<file path="src/rtl/fpu_pkg.sv">
// Shared FPU definitions: IEEE-754 single field widths, bias, canonical NaN,
// divider state encoding and the per-operand class record.
package fpu_pkg;

  localparam int SIGN_W   = 1;
  localparam int EXP_W    = 8;
  localparam int MANT_W   = 23;
  localparam int EXP_BIAS = 127;

  localparam logic [31:0] QNAN = 32'h7FC0_0000;

  // Quotient bits produced by the divide loop: 24 significand bits + guard.
  localparam int DIV_STEPS = 25;

  typedef enum logic [1:0] {
    ST_IDLE  = 2'd0,
    ST_PREP  = 2'd1,
    ST_DIV   = 2'd2,
    ST_ROUND = 2'd3
  } div_state_t;

  typedef struct packed {
    logic is_zero;  // true zero or denormal (flushed to zero)
    logic is_inf;
    logic is_nan;
    logic is_norm;
  } fp_class_t;

endpackage

</file>
<file path="src/rtl/fpu_classify.sv">
// Combinational operand classifier, shared by the FPU units.
// Denormals report as zero because the FPU flushes them.
module fpu_classify
  import fpu_pkg::*;
(
  input  logic [EXP_W-1:0]  exp,
  input  logic [MANT_W-1:0] frac,
  output fp_class_t         cls
);

  // Decode exponent/fraction into exactly one class.
  always_comb begin
    // NOTE: every field gets a default first so no path can infer a latch.
    cls = '0;
    if (exp == '0) begin
      cls.is_zero = 1'b1;
    end else if (exp == '1) begin
      cls.is_inf = (frac == '0);
      cls.is_nan = (frac != '0);
    end else begin
      cls.is_norm = 1'b1;
    end
  end

endmodule

</file>
<file path="src/rtl/fpu_div.sv">
// Multi-cycle IEEE-754 single-precision divider: restoring loop, one quotient
// bit per cycle, round-to-nearest-even, flush-to-zero, fixed 28-edge latency.
module fpu_div
  import fpu_pkg::*;
(
  input  logic        clk,
  input  logic        rst,
  input  logic        start,
  input  logic [31:0] ope1,
  input  logic [31:0] ope2,
  output logic        busy,
  output logic        valid,
  output logic [31:0] q
);

  div_state_t        state;
  logic [4:0]        cnt;        // remaining divide steps
  logic [31:0]       a_reg;
  logic [31:0]       b_reg;
  logic              sign;
  logic signed [9:0] e;
  logic [24:0]       rem;
  logic [23:0]       dvs;
  logic [24:0]       quo;
  logic              is_special;
  logic [31:0]       special_q;

  fp_class_t a_cls;
  fp_class_t b_cls;

  fpu_classify u_cls_a (.exp(a_reg[30:23]), .frac(a_reg[22:0]), .cls(a_cls));
  fpu_classify u_cls_b (.exp(b_reg[30:23]), .frac(b_reg[22:0]), .cls(b_cls));

  logic [23:0]       m1;
  logic [23:0]       m2;
  logic signed [9:0] e_pre;
  logic              res_sign;
  logic [31:0]       special_res;
  logic              rem_ge;
  logic [24:0]       rem_sel;
  logic [24:0]       rem_next;
  logic [24:0]       rnd;
  logic signed [9:0] e_fin;
  logic [22:0]       mant_fin;
  logic [31:0]       result;

  assign m1       = {1'b1, a_reg[22:0]};
  assign m2       = {1'b1, b_reg[22:0]};
  assign res_sign = a_reg[31] ^ b_reg[31];
  assign e_pre    = $signed({2'b00, a_reg[30:23]}) - $signed({2'b00, b_reg[30:23]})
                  + $signed(10'(EXP_BIAS));

  // Special-case result; only used when either operand is not a normal number.
  always_comb begin
    special_res = {res_sign, 31'd0};
    if (a_cls.is_nan || b_cls.is_nan || (a_cls.is_zero && b_cls.is_zero) ||
        (a_cls.is_inf && b_cls.is_inf))
      special_res = QNAN;
    else if (a_cls.is_inf || b_cls.is_zero)
      special_res = {res_sign, 8'hFF, 23'd0};
  end

  // One restoring step: subtract when it fits, record the bit, shift left.
  always_comb begin
    rem_ge   = (rem >= {1'b0, dvs});
    rem_sel  = rem_ge ? (rem - {1'b0, dvs}) : rem;
    rem_next = rem_sel << 1;
  end

  // Round to nearest-even on guard/sticky, renormalise, saturate the exponent.
  always_comb begin
    rnd      = {1'b0, quo[24:1]} + 25'(quo[0] & ((rem != '0) | quo[1]));
    e_fin    = rnd[24] ? e + 10'sd1 : e;
    mant_fin = rnd[24] ? rnd[23:1] : rnd[22:0];
    if (is_special)
      result = special_q;
    else if (e_fin >= 10'sd255)
      result = {sign, 8'hFF, 23'd0};
    else if (e_fin <= 10'sd0)
      result = {sign, 31'd0};
    else
      result = {sign, e_fin[7:0], mant_fin};
  end

  // Control FSM and datapath registers; reset wins over everything.
  always_ff @(posedge clk) begin
    // NOTE: sequential state uses non-blocking assignments only, so every
    // register samples the pre-edge values regardless of statement order.
    if (rst) begin
      state      <= ST_IDLE;
      busy       <= 1'b0;
      valid      <= 1'b0;
      q          <= '0;
      cnt        <= '0;
      rem        <= '0;
      quo        <= '0;
      dvs        <= '0;
      a_reg      <= '0;
      b_reg      <= '0;
      sign       <= 1'b0;
      e          <= '0;
      is_special <= 1'b0;
      special_q  <= '0;
    end else begin
      valid <= 1'b0;
      case (state)
        ST_IDLE: begin
          if (start) begin
            a_reg <= ope1;
            b_reg <= ope2;
            busy  <= 1'b1;
            state <= ST_PREP;
          end
        end
        ST_PREP: begin
          sign       <= res_sign;
          dvs        <= m2;
          quo        <= '0;
          is_special <= ~(a_cls.is_norm & b_cls.is_norm);
          special_q  <= special_res;
          // Pre-align so the first quotient bit is always the integer 1.
          if (m1 < m2) begin
            rem <= {m1, 1'b0};
            e   <= e_pre - 10'sd1;
          end else begin
            rem <= {1'b0, m1};
            e   <= e_pre;
          end
          cnt   <= 5'(DIV_STEPS);
          state <= ST_DIV;
        end
        ST_DIV: begin
          if (cnt != '0) begin
            rem <= rem_next;
            quo <= {quo[23:0], rem_ge};
            cnt <= cnt - 5'd1;
          end else begin
            // Extra cycle here keeps latency fixed at 28 edges for all classes.
            state <= ST_ROUND;
          end
        end
        ST_ROUND: begin
          q     <= result;
          valid <= 1'b1;
          busy  <= 1'b0;
          state <= ST_IDLE;
        end
        default: state <= ST_IDLE;
      endcase
    end
  end

endmodule

</file>
<file path="config.mk">
export PLATFORM = sky130hd
export DESIGN_NAME = fpu_div
export DESIGN_NICKNAME = d
export VERILOG_FILES = /design/src/rtl/fpu_pkg.sv /design/src/rtl/fpu_classify.sv /design/src/rtl/fpu_div.sv
export SDC_FILE = /design/constraint.sdc
export NUM_CORES = 1
export LEC_CHECK = 0
export ABC_CLOCK_PERIOD_IN_PS = 4300
export BUFFER_PORTS_ARGS = -buffer_cell sky130_fd_sc_hd__buf_2
export CORE_MARGIN = 5
export CORE_UTILIZATION = 60
export DETAILED_ROUTE_END_ITERATION = 7
export PLACE_DENSITY = 0.8
export REMOVE_ABC_BUFFERS = 1
export SLEW_MARGIN = 0
export SYNTH_ARGS = -nofsm -noshare
export SYNTH_HDL_FRONTEND = slang
export SYNTH_HIERARCHICAL = 1
export SYNTH_SLANG_ARGS = --single-unit
</file>
<file path="constraint.sdc">
create_clock -name clk -period 4.3 [get_ports clk]
set_input_delay 0.645 -clock clk [delete_from_list [all_inputs] [get_ports clk]]
set_output_delay 0.645 -clock clk [all_outputs]
set_load 0.05 [all_outputs]
</file>
## After elaboration in Yosys (flattened, before gate mapping)

Cells that the tools add are included.

| cells by class | value |
|---|---|
| add/sub/neg operators | 7 |
| order comparisons | 4 |
| eq/ne operators | 8 |
| muxes and demuxes | 30 |
| bitwise operators | 5 |
| reductions and logical operators | 21 |

Operators with widths:

| kind | number |
|---|---|
| 25-bit one-hot mux with 2 select lines | 2 |
| 31-bit 2-to-1 mux | 3 |
| 25-bit 2-to-1 mux | 3 |
| 32-bit 2-to-1 mux | 2 |
| 23-bit zero test | 2 |
| 23-bit nonzero test | 2 |
| 24-bit by 1-bit adder with 25-bit output | 1 |
| 25-bit by 24-bit >= comparator with 1-bit output | 1 |
| 25-bit nonzero test | 1 |
| 24-bit less-than comparator | 1 |
| 24-bit 2-to-1 mux | 1 |
| 24-bit subtractor | 1 |
| 23-bit 2-to-1 mux | 1 |
| 10-bit 2-to-1 mux | 2 |
| 8-bit == test (second input constant) | 2 |
| 8-bit zero test | 2 |
| 10-bit by 2-bit adder with 10-bit output (second input constant) | 1 |
| 9-bit by 8-bit adder with 10-bit output (second input constant) | 1 |
| 10-bit by 9-bit >= comparator with 1-bit output (second input constant) | 1 |
| 10-bit by 1-bit less-or-equal comparator with 1-bit output (second input constant) | 1 |
| 5-bit one-hot mux with 2 select lines | 1 |
| 10-bit by 2-bit subtractor with 10-bit output (second input constant) | 1 |
| 8-bit by 8-bit subtractor with 9-bit output | 1 |
| 2-bit 2-to-1 mux | 4 |
| 19 further kinds | 37 |

| storage, ports and cells | value |
|---|---|
| register bits after elaboration | 223 |
| bits of input ports | 67 |
| output and inout bits | 34 |
| logic and storage cells | 89 |

## Depth between registers and ports, before layout

Gate-level depths: netlist of run 1.

| depth | value |
|---|---|
| depth in word-level cells | 9 |
| gate-level depth with buffers | 15 |

## Modules after synthesis

The synthesis of run 1 kept the hierarchy.

By module, submodules not included:

| module | times used | cells an instance | area an instance (um^2) | seq. area each (um^2) |
|---|---|---|---|---|
| fpu_div | 1 | 1414 | 11158.2 | 3883.7 |
| fpu_classify | 2 | 16 | 122.6 | 0.0 |

## Worst setup path after synthesis of run 1

No wires, ideal clock.

| path | value |
|---|---|
| kind | flip-flop to flip-flop |
| from | register rem[0] |
| to | register rem[23] |
| setup time | 0.074 ns |
| arrival time | 3.210 ns |
| required time | 4.226 ns |
| slack | 1.016 ns |
| stages on the path, launching flop included | 13 |
| buffers on the path | 0 |
| period minus slack after synthesis | 3.284 ns |
| path through | dfxtp_1 -> inv_1 -> ha_1 -> fa_1 -> nor2b_1 -> o21a_1 -> o21ai_0 -> a2111oi_0 -> o21ai_0 -> a21boi_0 -> mux2_2 -> a31o_2 -> a31oi_1 |

| between the ends | value |
|---|---|
| longest elaborated chain between the ends | 4 |
| elaborated cells on any way between the ends | 5 |

RTL lines:

| element | line | RTL |
|---|---|---|
| start: declaration | fpu_div.sv:22 | `logic [24:0] rem;` |
| start signal: assignment | fpu_div.sv:123 | `rem <= {m1, 1'b0};` |
| start signal: assignment | fpu_div.sv:126 | `rem <= {1'b0, m1};` |
| start signal: assignment | fpu_div.sv:134 | `rem <= rem_next;` |
| 24-bit subtractor / 25-bit by 24-bit >= comparator with 1-bit output (equally long branches) | fpu_div.sv:66, fpu_div.sv:65 |  |
| 24-bit 2-to-1 mux (*) | fpu_div.sv:66 | `rem_sel = rem_ge ? (rem - {1'b0, dvs}) : rem;` |
| 25-bit 2-to-1 mux (*) | fpu_div.sv:133 | `if (cnt != '0) begin` |
| 25-bit one-hot mux with 2 select lines (*) | fpu_div.sv:106 | `case (state)` |

Every way passes the cells marked *; elsewhere a longest branch is shown, timed or not. The select of a mux whose other input is x is not followed.
A chain may end at the register's enable or synchronous reset.

## Final worst setup path of run 1

Ends and elaborated chain as after synthesis.

==> results.py, run 1 <==
metrics = {
    "sta": {
        "slew_viol_final": 0,
        "relSlewSlack_pct": 25.3,
        "max_freq_mhz": 267,
        "setup_violations": 0,
        "skew_ns": 0.0171,
        "tightest_slew_ns": 1.12,
        "finalHoldViolations": 0,
        "period_minus_slack_ns": 3.74,
        "rsz0062_at_grt": "false",
        "holdWs_ns": 0.431,
        "fin_crit_sh_pct": 87.0,
    },
    "worst_setup_path": {
        "cp_cell_sequence": "inv_1 > ha_1 > fa_1 > nor2b_1 > o21a_1 > o21ai_0 > a2111oi_0 > buf_4 > o21ai_0 > a21boi_0 > mux2_2 > a31o_2 > a31oi_1",
        "arrival_ns": 4.10,
        "cp.required_ns": 4.66,
        "cp_common_cell": "o21ai_0",
        "criticalPathCategory": "reg2reg",
        "crit_fanout": 5,
        "cpLargestDelayFamily": "compound AO/OA/AOI/OAI gates",
        "critPathSlowestCell": "a2111oi_0",
        "cpPeakStageDelay_ns": 0.61,
        "endpoint_kind": "register",
        "path_buf_inv": 2,
        "start_kind": "register",
    },
    "placement": {
        "gp_congestion": 0.902,
        "port_buffers": 100,
        "placedCellCount": 1721,
        "hpwlAfterDp_um": 20300,
        "place_area_um2": 12000,
    },
    "grt": {
        "grt_max_degree": 66,
        "groute.usage.overall_pct": 25.2,
        "overflow": 0,
        "grt_pass1_wl_um": 46400,
        "antenna_found_initial": 0,
        "grt_pass1_vias": 9556,
    },
    "die": {
        "rows": 50,
        "coreArea_um2": 18700,
        "start_util_pct": 61.0,
        "fp.dieW_um": 148,
        "die-area_um2": 21900,
        "ioPinCount": 101,
        "die_h_um": 148,
    },
    "clock_network": {
        "clock-sinks": 194,
        "cts.path.max_buffers": 2,
        "cts_buffers": 17,
        "cts-root-buf": "clkbuf_16",
        "ctsHoldBuffers": 0,
        "htreeDepth": 4,
        "cts_setup_buffers": 0,
        "cts_resized": 0,
        "cts_tree": "built",
        "cts.clk_slew.worst_paths_ns": 0.07,
        "worstSkewPairLatency_ns": 0.44,
    },
    "synth": {
        "ys_top_cells_by_count": "nand2_1 (232), dfxtp_1 (194), a21oi_1 (135), nor2_1 (127), inv_1 (80)",
        "yosys.area.top_type": "dfxtp_1",
        "synth-edff-count": 0,
        "synth_top_cell_area_share_pct": 34.1,
        "yosys_warnings": 6,
        "ys_ff_latch": 194,
        "netlist_area_um2": 11400,
        "seq_area_frac_synth_pct": 34.1,
        "yosysUniqueCellTypes": 82,
        "synth_top_flop_cell": "dfxtp_1",
        "avgSynthCellArea_um2": 7.89,
        "synthTopCellsByArea": "dfxtp_1 (34%), nand2_1 (7.6%), ha_1 (7.0%)",
        "postSynthCellCount": 1446,
        "yosysMostFrequentCell": "nand2_1",
        "synth-async-reset-ratio_pct": 0,
    },
    "route": {
        "vias": 10300,
        "wl_per_cell_um": 15.9,
        "viasPerCell": 5.89,
        "drc": 0,
        "dr.first_iter.drc_count": 755,
        "routed_wl_um": 27900,
        "antenna_left": 0,
        "drtPass1Iterations": 5,
    },
    "power_and_ir_drop": {
        "power_density_nw_per_um2": 781,
        "leakagePower_nw": 5.05,
        "ir_drop_mv": 0.558,
        "p_total_mw": 9.86,
    },
    "cells_and_area": {
        "syn2layout_area_growth_pct": 10.7,
        "drive_above_1_share_pct": 14.0,
        "multi_input_area_um2": 6910,
        "seqCellArea_um2": 3880,
        "n_antenna_cell": 0,
        "fin_area_um2": 12600,
        "nNetsFinal": 1639,
        "nFillCells": 1557,
        "stdcell_count": 1752,
    },
    "status": {
        "status": "finished, final reports clean",
    },
    "job": {
        "drv_cap": 0,
    },
    "worst_hold_path": {
        "worstHoldPathType": "in2reg",
    },
}
per-stage QoR:
stage	TNS (ns)	utilization, %	worst slack (ns)
global placement	0	64.3	0.747
finish	0	67.5	0.559
CTS	0	67.5	0.607
floorplan	-0.0883	-	-0.0780
global route	0	67.5	0.342
detailed placement	0	64.3	0.638
kinds of logic (layout without fill, tap and decap cells):
logic type | after synthesis | in the layout | share of synthesized area (%)
compound gates | 323 | 323 | 18.1
xor+xnor | 69 | 69 | 5.30
fa+ha+maj | 66 | 66 | 7.37
buf+inv | 160 | 232 | 5.50
flops | 194 | 194 | 34.1
mux | 73 | 73 | 6.58
simple gates | 561 | 561 | 23.1
routing by layer:
metal	GRT usage, %	routed length [µm]	up-vias
met2	42.1	13100	286
met1	33.9	12600	4810
met3	3.40	1540	49
met5	0	0	-
li1	-	-	5179
met4	8.31	668	0
path summary, 6_finish.rpt:
| path | from | to | slack (ns) | depth (start not counted) |
|---|---|---|---|---|
| min reg2reg | q[1]$_SDFFE_PP0P_ | q[1]$_SDFFE_PP0P_ | 0.45 | 2 |
| max | rem[0]$_SDFFE_PP0P_ | rem[23]$_SDFFE_PP0P_ | 0.56 | 13 |
| min | ope1[0] | a_reg[0]$_SDFFE_PP0P_ | 0.43 | 3 |
| max reg2reg | rem[0]$_SDFFE_PP0P_ | rem[23]$_SDFFE_PP0P_ | 0.56 | 13 |
placed cells by master, fill, tap and decap left out, types with 6 or more instances in the layout:
cell type / instances
nor4_1: 20
buf_2: 99
nand2b_1: 9
ha_1: 63
and3_1: 7
o22ai_1: 7
inv_1: 80
buf_4: 19
a221oi_1: 9
a31o_2: 7
nor2b_1: 10
a21oi_1: 135
o21a_1: 9
or2_2: 6
xor2_1: 32
o21ai_2: 10
a211oi_1: 14
clkbuf_16: 17
nand2_1: 231
o21ai_0: 44
o211ai_1: 11
xnor2_1: 37
nor3_1: 27
mux2i_1: 57
nor2_1: 127
a21o_1: 17
nand4_1: 12
nand3_1: 57
or3_1: 8
a31oi_1: 11
mux2_2: 16
dfxtp_1: 194
report_power, final:
part | total, mW | switching [mW] | internal, mW | leakage [nW]
registers | 2.50 | 0.401 | 2.10 | 1.58
logic | 5.74 | 3.27 | 2.48 | 3.19
clock network | 1.61 | 0.729 | 0.882 | 0.282
total | 9.86 | 4.40 | 5.46 | 5.05
worst register-to-register path, cell delays in order, from the launching register on:
cell,delay (ns)
dfxtp_1,0.36
inv_1,0.07
ha_1,0.23
fa_1,0.41
nor2b_1,0.15
o21a_1,0.13
o21ai_0,0.18
a2111oi_0,0.61
buf_4,0.23
o21ai_0,0.12
a21boi_0,0.40
mux2_2,0.39
a31o_2,0.22
a31oi_1,0.16
cell type report:
type / instances / share of cell area, %
repair buffers: 118 / 5.05
clock inverters: 13 / 1.20
inverters: 83 / 2.47
flip-flops and latches: 194 / 30.8
multi-input cells: 1092 / 54.7
clock buffers: 18 / 3.48
well taps: 234 / 2.32
Note: power is estimated with default switching activity, not from simulation.
==> run 2: changes to the inputs <==
- CORE_MARGIN: 5 -> 2
==> results.py, run 2 (synthesis gave the netlist of run 1 again) <==
metrics = {
    "worst_setup_path": {
        "rr_endpoint": "q[7]$_SDFFE_PP0P_",
        "r2r-start": "quo[1]$_SDFFE_PP0P_",
        "cp.required_ns": 4.61,
        "cp_cell_sequence": "and2_1 > ha_1 > and3_4 > or3b_1 > or4_4 > nor3_2 > xor2_1 > o31a_4 > nand2_4 > or2_1 > o21ai_2",
        "cpLargestDelayFamily": "simple AND/OR/NAND/NOR gates",
        "reg2reg_setup_slack_ns": 0.70,
        "criticalPathCategory": "reg2reg",
        "crit_path_end": "q[7]$_SDFFE_PP0P_",
        "arrival_ns": 3.91,
        "cpPeakStageDelay_ns": 0.55,
        "crit_fanout": 12,
        "start_kind": "register",
        "reg2reg_depth": 11,
        "critPathSlowestCell": "or4_4",
        "path_buf_inv": 0,
        "cp-startpoint": "quo[1]$_SDFFE_PP0P_",
        "endpoint_kind": "register",
        "worst-path-stages": 11,
    },
    "cells_and_area": {
        "drive_above_1_share_pct": 13.7,
        "stdcell_count": 1751,
        "final_cell_mix": "nand2_1 (231), dfxtp_1 (194), a21oi_1 (135), nor2_1 (127), buf_2 (99)",
        "nNetsFinal": 1637,
        "syn2layout_area_growth_pct": 10.4,
        "layout_commonest_cell": "nand2_1",
        "n_antenna_cell": 0,
        "nFillCells": 1581,
    },
    "grt": {
        "groute.usage.overall_pct": 28.0,
        "grt_max_degree": 66,
        "grt_pass1_wl_um": 46000,
        "grt_pass1_vias": 9634,
        "antenna_found_initial": 0,
        "overflow": 0,
    },
    "clock_network": {
        "cts_setup_buffers": 0,
        "htreeDepth": 4,
        "ctsHoldBuffers": 0,
        "clock-sinks": 194,
        "cts_resized": 0,
        "cts-root-buf": "clkbuf_16",
        "cts.clk_slew.worst_paths_ns": 0.07,
        "cts_buffers": 17,
        "worstSkewPairLatency_ns": 0.44,
        "cts.path.max_buffers": 2,
        "cts_tree": "built",
    },
    "die": {
        "start_util_pct": 61.0,
        "fp.dieW_um": 142,
        "die-area_um2": 20100,
        "coreArea_um2": 18700,
        "rows": 50,
        "die_h_um": 142,
        "ioPinCount": 101,
    },
    "sta": {
        "relSlewSlack_pct": 23.8,
        "fin_crit_sh_pct": 83.8,
        "skew_ns": 0.0130,
        "period_minus_slack_ns": 3.60,
        "tightest_slew_ns": 1.14,
        "setup_violations": 0,
        "max_freq_mhz": 278,
        "finalHoldViolations": 0,
        "slew_viol_final": 0,
        "rsz0062_at_grt": "false",
        "holdWs_ns": 0.436,
    },
    "power_and_ir_drop": {
        "p_switching_mw": 4.40,
        "ir_drop_mv": 0.568,
        "leakagePower_nw": 5.04,
        "clkPwrFrac_pct": 16.1,
        "power_frac_comb_pct": 58.5,
        "p_seq_share_pct": 25.4,
        "power_density_nw_per_um2": 783,
        "p_total_mw": 9.86,
        "switching_share_pct": 44.7,
        "p_int_mw": 5.45,
    },
    "route": {
        "wl_per_cell_um": 16.0,
        "drc": 0,
        "dr.first_iter.drc_count": 700,
        "drtPass1Iterations": 5,
        "antenna_left": 0,
        "routed_wl_um": 28000,
        "vias": 10400,
        "viasPerCell": 5.93,
    },
    "placement": {
        "gp_congestion": 0.922,
        "placedCellCount": 1719,
        "hpwlAfterDp_um": 19700,
        "port_buffers": 100,
    },
    "worst_hold_path": {
        "worstHoldPathType": "in2reg",
    },
    "job": {
        "drv_cap": 0,
    },
    "status": {
        "status": "finished, final reports clean",
    },
}
## run 2: area by class of cell
type                    count  area [µm²]  share of cell area, %
multi-input cells        1092        6910                   54.8
flip-flops and latches    194        3880                   30.8
repair buffers            116         623                   4.95
clock buffers              21         450                   3.58
inverters                  83         312                   2.47
well taps                 234         293                   2.32
clock inverters            11         126                   1.00
## run 2: layer usage
layer / routed length, µm / track usage [%]
met5: 0 / 0
met4: 721 / 10.9
met3: 1290 / 4.02
met2: 13200 / 47.3
met1: 12800 / 36.1
## run 2: power by group through the flow
stage / logic (mW) / clock network, mW / registers [mW]
floorplan: 4.34 / 0 / 2.45
global placement: 5.53 / 0 / 2.51
detailed placement: 5.64 / 0 / 2.52
CTS: 5.71 / 1.60 / 2.49
global route: 6.29 / 1.67 / 2.54
finish: 5.77 / 1.58 / 2.50
## run 2: metrics by stage
step	setup slack [ns]	utilization, %	cell area, µm²	TNS (ns)
CTS	0.692	67.3	12600	0
floorplan	-0.0780	-	11100	-0.0883
global route	0.414	67.3	12600	0
detailed placement	0.696	64.2	12000	0
finish	0.697	67.3	12600	0
global placement	0.805	64.2	12000	0
## run 2: worst min-delay path by stage
stage,startpoint,endpoint,slack (ns),cells past startpoint
final,ope2[22],b_reg[22]$_SDFFE_PP0P_,0.44,3
after global routing,ope1[11],a_reg[11]$_SDFFE_PP0P_,0.44,3
after CTS,ope2[22],b_reg[22]$_SDFFE_PP0P_,0.42,3
after detailed placement,q[5]$_SDFFE_PP0P_,q[5]$_SDFFE_PP0P_,0.44,2
after global placement,q[7]$_SDFFE_PP0P_,q[7]$_SDFFE_PP0P_,0.43,2
after floorplan,dvs[23]$_SDFFE_PP0P_,dvs[23]$_SDFFE_PP0P_,0.43,2
## run 2: worst reg2reg max path: cells and delay by family (launching register included)
kind	cells	cell delay, ns
XOR/XNOR	1	0.11
adder cells (fa/ha/maj)	1	0.19
flip-flops	1	0.42
AND/OR/NAND/NOR	7	2.29
AO/OA/AOI/OAI	2	0.47
==> run 3: changes to the inputs <==
- ABC_CLOCK_PERIOD_IN_PS: 4300 -> 3000
- CORE_UTILIZATION: 60 -> 55
- PLACE_DENSITY: 0.8 -> 0.77
- clock period: 4.3 -> 3 ns (I/O delays scaled with it)
==> results.py, run 3 (synthesis gave the netlist of run 1 again) <==
metrics = {
    "worst_setup_path": {
        "endpoint_kind": "register",
        "cp.required_ns": 3.37,
        "crit_fanout": 3,
        "arrival_ns": 3.51,
        "start_kind": "register",
        "criticalPathCategory": "reg2reg",
    },
    "sta": {
        "setup_violations": 2,
        "setup_tns_ns": -0.207,
        "relSlewSlack_pct": 51.7,
        "rsz0062_at_grt": "true",
        "slew_viol_final": 0,
        "tightest_slew_ns": 0.724,
        "fin_crit_sh_pct": 105,
        "max_freq_mhz": 318,
        "finalHoldViolations": 0,
        "period_minus_slack_ns": 3.14,
        "skew_ns": 0.0132,
        "finalWorstSetupSlack_ns": -0.140,
    },
    "placement": {
        "port_buffers": 100,
        "placedCellCount": 1856,
        "hpwlAfterDp_um": 22000,
        "gp_congestion": 0.926,
    },
    "route": {
        "dr.first_iter.drc_count": 741,
        "viasPerCell": 5.77,
        "wl_per_cell_um": 16.2,
        "drc": 0,
        "routed_wl_um": 30800,
        "drtPass1Iterations": 6,
        "antenna_left": 0,
        "vias": 11000,
    },
    "die": {
        "fp.dieW_um": 148,
        "die_h_um": 148,
        "die-area_um2": 21900,
        "rows": 52,
        "ioPinCount": 101,
        "start_util_pct": 56.2,
        "coreArea_um2": 20300,
    },
    "clock_network": {
        "ctsHoldBuffers": 0,
        "cts_tree": "built",
        "cts.clk_slew.worst_paths_ns": 0.07,
        "htreeDepth": 4,
        "clock-sinks": 194,
        "cts-root-buf": "clkbuf_16",
        "worstSkewPairLatency_ns": 0.44,
        "cts.path.max_buffers": 2,
        "cts_buffers": 17,
    },
    "job": {
        "drv_cap": 0,
    },
    "cells_and_area": {
        "final_cell_mix": "nand2_1 (230), dfxtp_1 (189), a21oi_1 (133), nor2_1 (126), buf_4 (124)",
        "syn2layout_area_growth_pct": 21.9,
        "nNetsFinal": 1752,
        "nFillCells": 1607,
        "n_antenna_cell": 0,
        "stdcell_count": 1902,
        "layout_commonest_cell": "nand2_1",
        "drive_above_1_share_pct": 22.9,
    },
    "grt": {
        "grt_pass1_wl_um": 50100,
        "grt_pass1_vias": 10400,
        "groute.usage.overall_pct": 27.7,
        "antenna_found_initial": 0,
        "grt_max_degree": 113,
        "overflow": 0,
    },
    "worst_hold_path": {
        "worstHoldPathType": "in2reg",
    },
    "power_and_ir_drop": {
        "leakagePower_nw": 5.74,
        "power_density_nw_per_um2": 1150,
        "ir_drop_mv": 0.937,
        "clkPwrFrac_pct": 13.7,
        "p_int_mw": 9.07,
        "switching_share_pct": 43.1,
        "p_seq_share_pct": 22.1,
        "p_switching_mw": 6.87,
        "power_frac_comb_pct": 64.2,
    },
    "status": {
        "status": "finished, violations left",
        "violations": "negative setup slack",
    },
}
## run 3: cell count changes in the layout (fill, tap and decap cells not counted), moves of 4 or more
cell,before,now
dfxtp_1,194,189
buf_12,0,5
buf_4,17,124
dfxtp_2,0,5
a221oi_1,9,5
ha_1,63,59
xor2_1,32,28
a221oi_2,0,4
## run 3: metal layers
layer	vias to the layer above	share of wire, %	GRT usage, %	wire length, µm
met3	58	4.7	4.54	1450
met1	5148	44	35.2	13500
li1	5420	-	-	-
met5	-	0	0	0
met2	343	49	47.3	15100
met4	0	2.7	10.8	828
## run 3: final timing paths
path / from / endpoint / cells after the start / slack [ns]
max: a_reg[23]$_SDFFE_PP0P_ / e[9]$_SDFFE_PP0P_ / 15 / -0.14
min: ope2[13] / b_reg[13]$_SDFFE_PP0P_ / 3 / 0.24
max reg2reg: a_reg[23]$_SDFFE_PP0P_ / e[9]$_SDFFE_PP0P_ / 15 / -0.14
min reg2reg: q[10]$_SDFFE_PP0P_ / q[10]$_SDFFE_PP0P_ / 2 / 0.45
## run 3: power by group through the flow
stage | sequential [mW] | clock, mW | combinational [mW]
detailed placement | 3.53 | 0 | 9.16
global route | 3.58 | 2.32 | 11.1
CTS | 3.48 | 2.22 | 9.52
floorplan | 3.51 | 0 | 6.22
global placement | 3.51 | 0 | 9.02
finish | 3.52 | 2.18 | 10.2
## run 3: timing repair
action	CTS	global route
cloned	0	1
resized for setup	24	54
pin swaps	15	26
setup endpoints to repair	15	42
buffers inserted	4	9
## run 3: cell type report
class / count / area [µm²] / share of cell area, %
Clock inverter: 9 / 81.3 / 0.585
Timing Repair Buffer: 230 / 1550 / 11.1
Tap cell: 270 / 338 / 2.43
Multi-Input combinational cell: 1093 / 7260 / 52.2
Clock buffer: 23 / 468 / 3.37
Sequential cell: 194 / 3890 / 28.0
Inverter: 83 / 312 / 2.24
## run 3: worst max-delay path, stage by stage, from the launching register on
cell and delay (ns):
dfxtp_2 0.33, inv_2 0.07, ha_4 0.14, inv_2 0.04, fa_2 0.56, inv_2 0.06
ha_4 0.16, buf_4 0.13, nand4_1 0.09, a21oi_1 0.08, o32ai_2 0.33, nor2_1 0.11
a21oi_1 0.21, xnor2_1 0.11, or4_1 0.53, a21oi_1 0.13
## run 3: stage by stage
stage | total power, mW | hold WS (ns) | util, % | setup slack (ns) | cell area [µm²]
finish | 15.9 | 0.243 | 68.5 | -0.140 | 13900
floorplan | 9.72 | 0.434 | - | -1.38 | 11100
global placement | 12.5 | 0.432 | 63.4 | -0.0867 | 12900
global route | 17.0 | 0.242 | 68.5 | -0.317 | 13900
detailed placement | 12.7 | 0.438 | 63.4 | -0.179 | 12900
CTS | 15.2 | 0.233 | 66.7 | -0.0851 | 13500
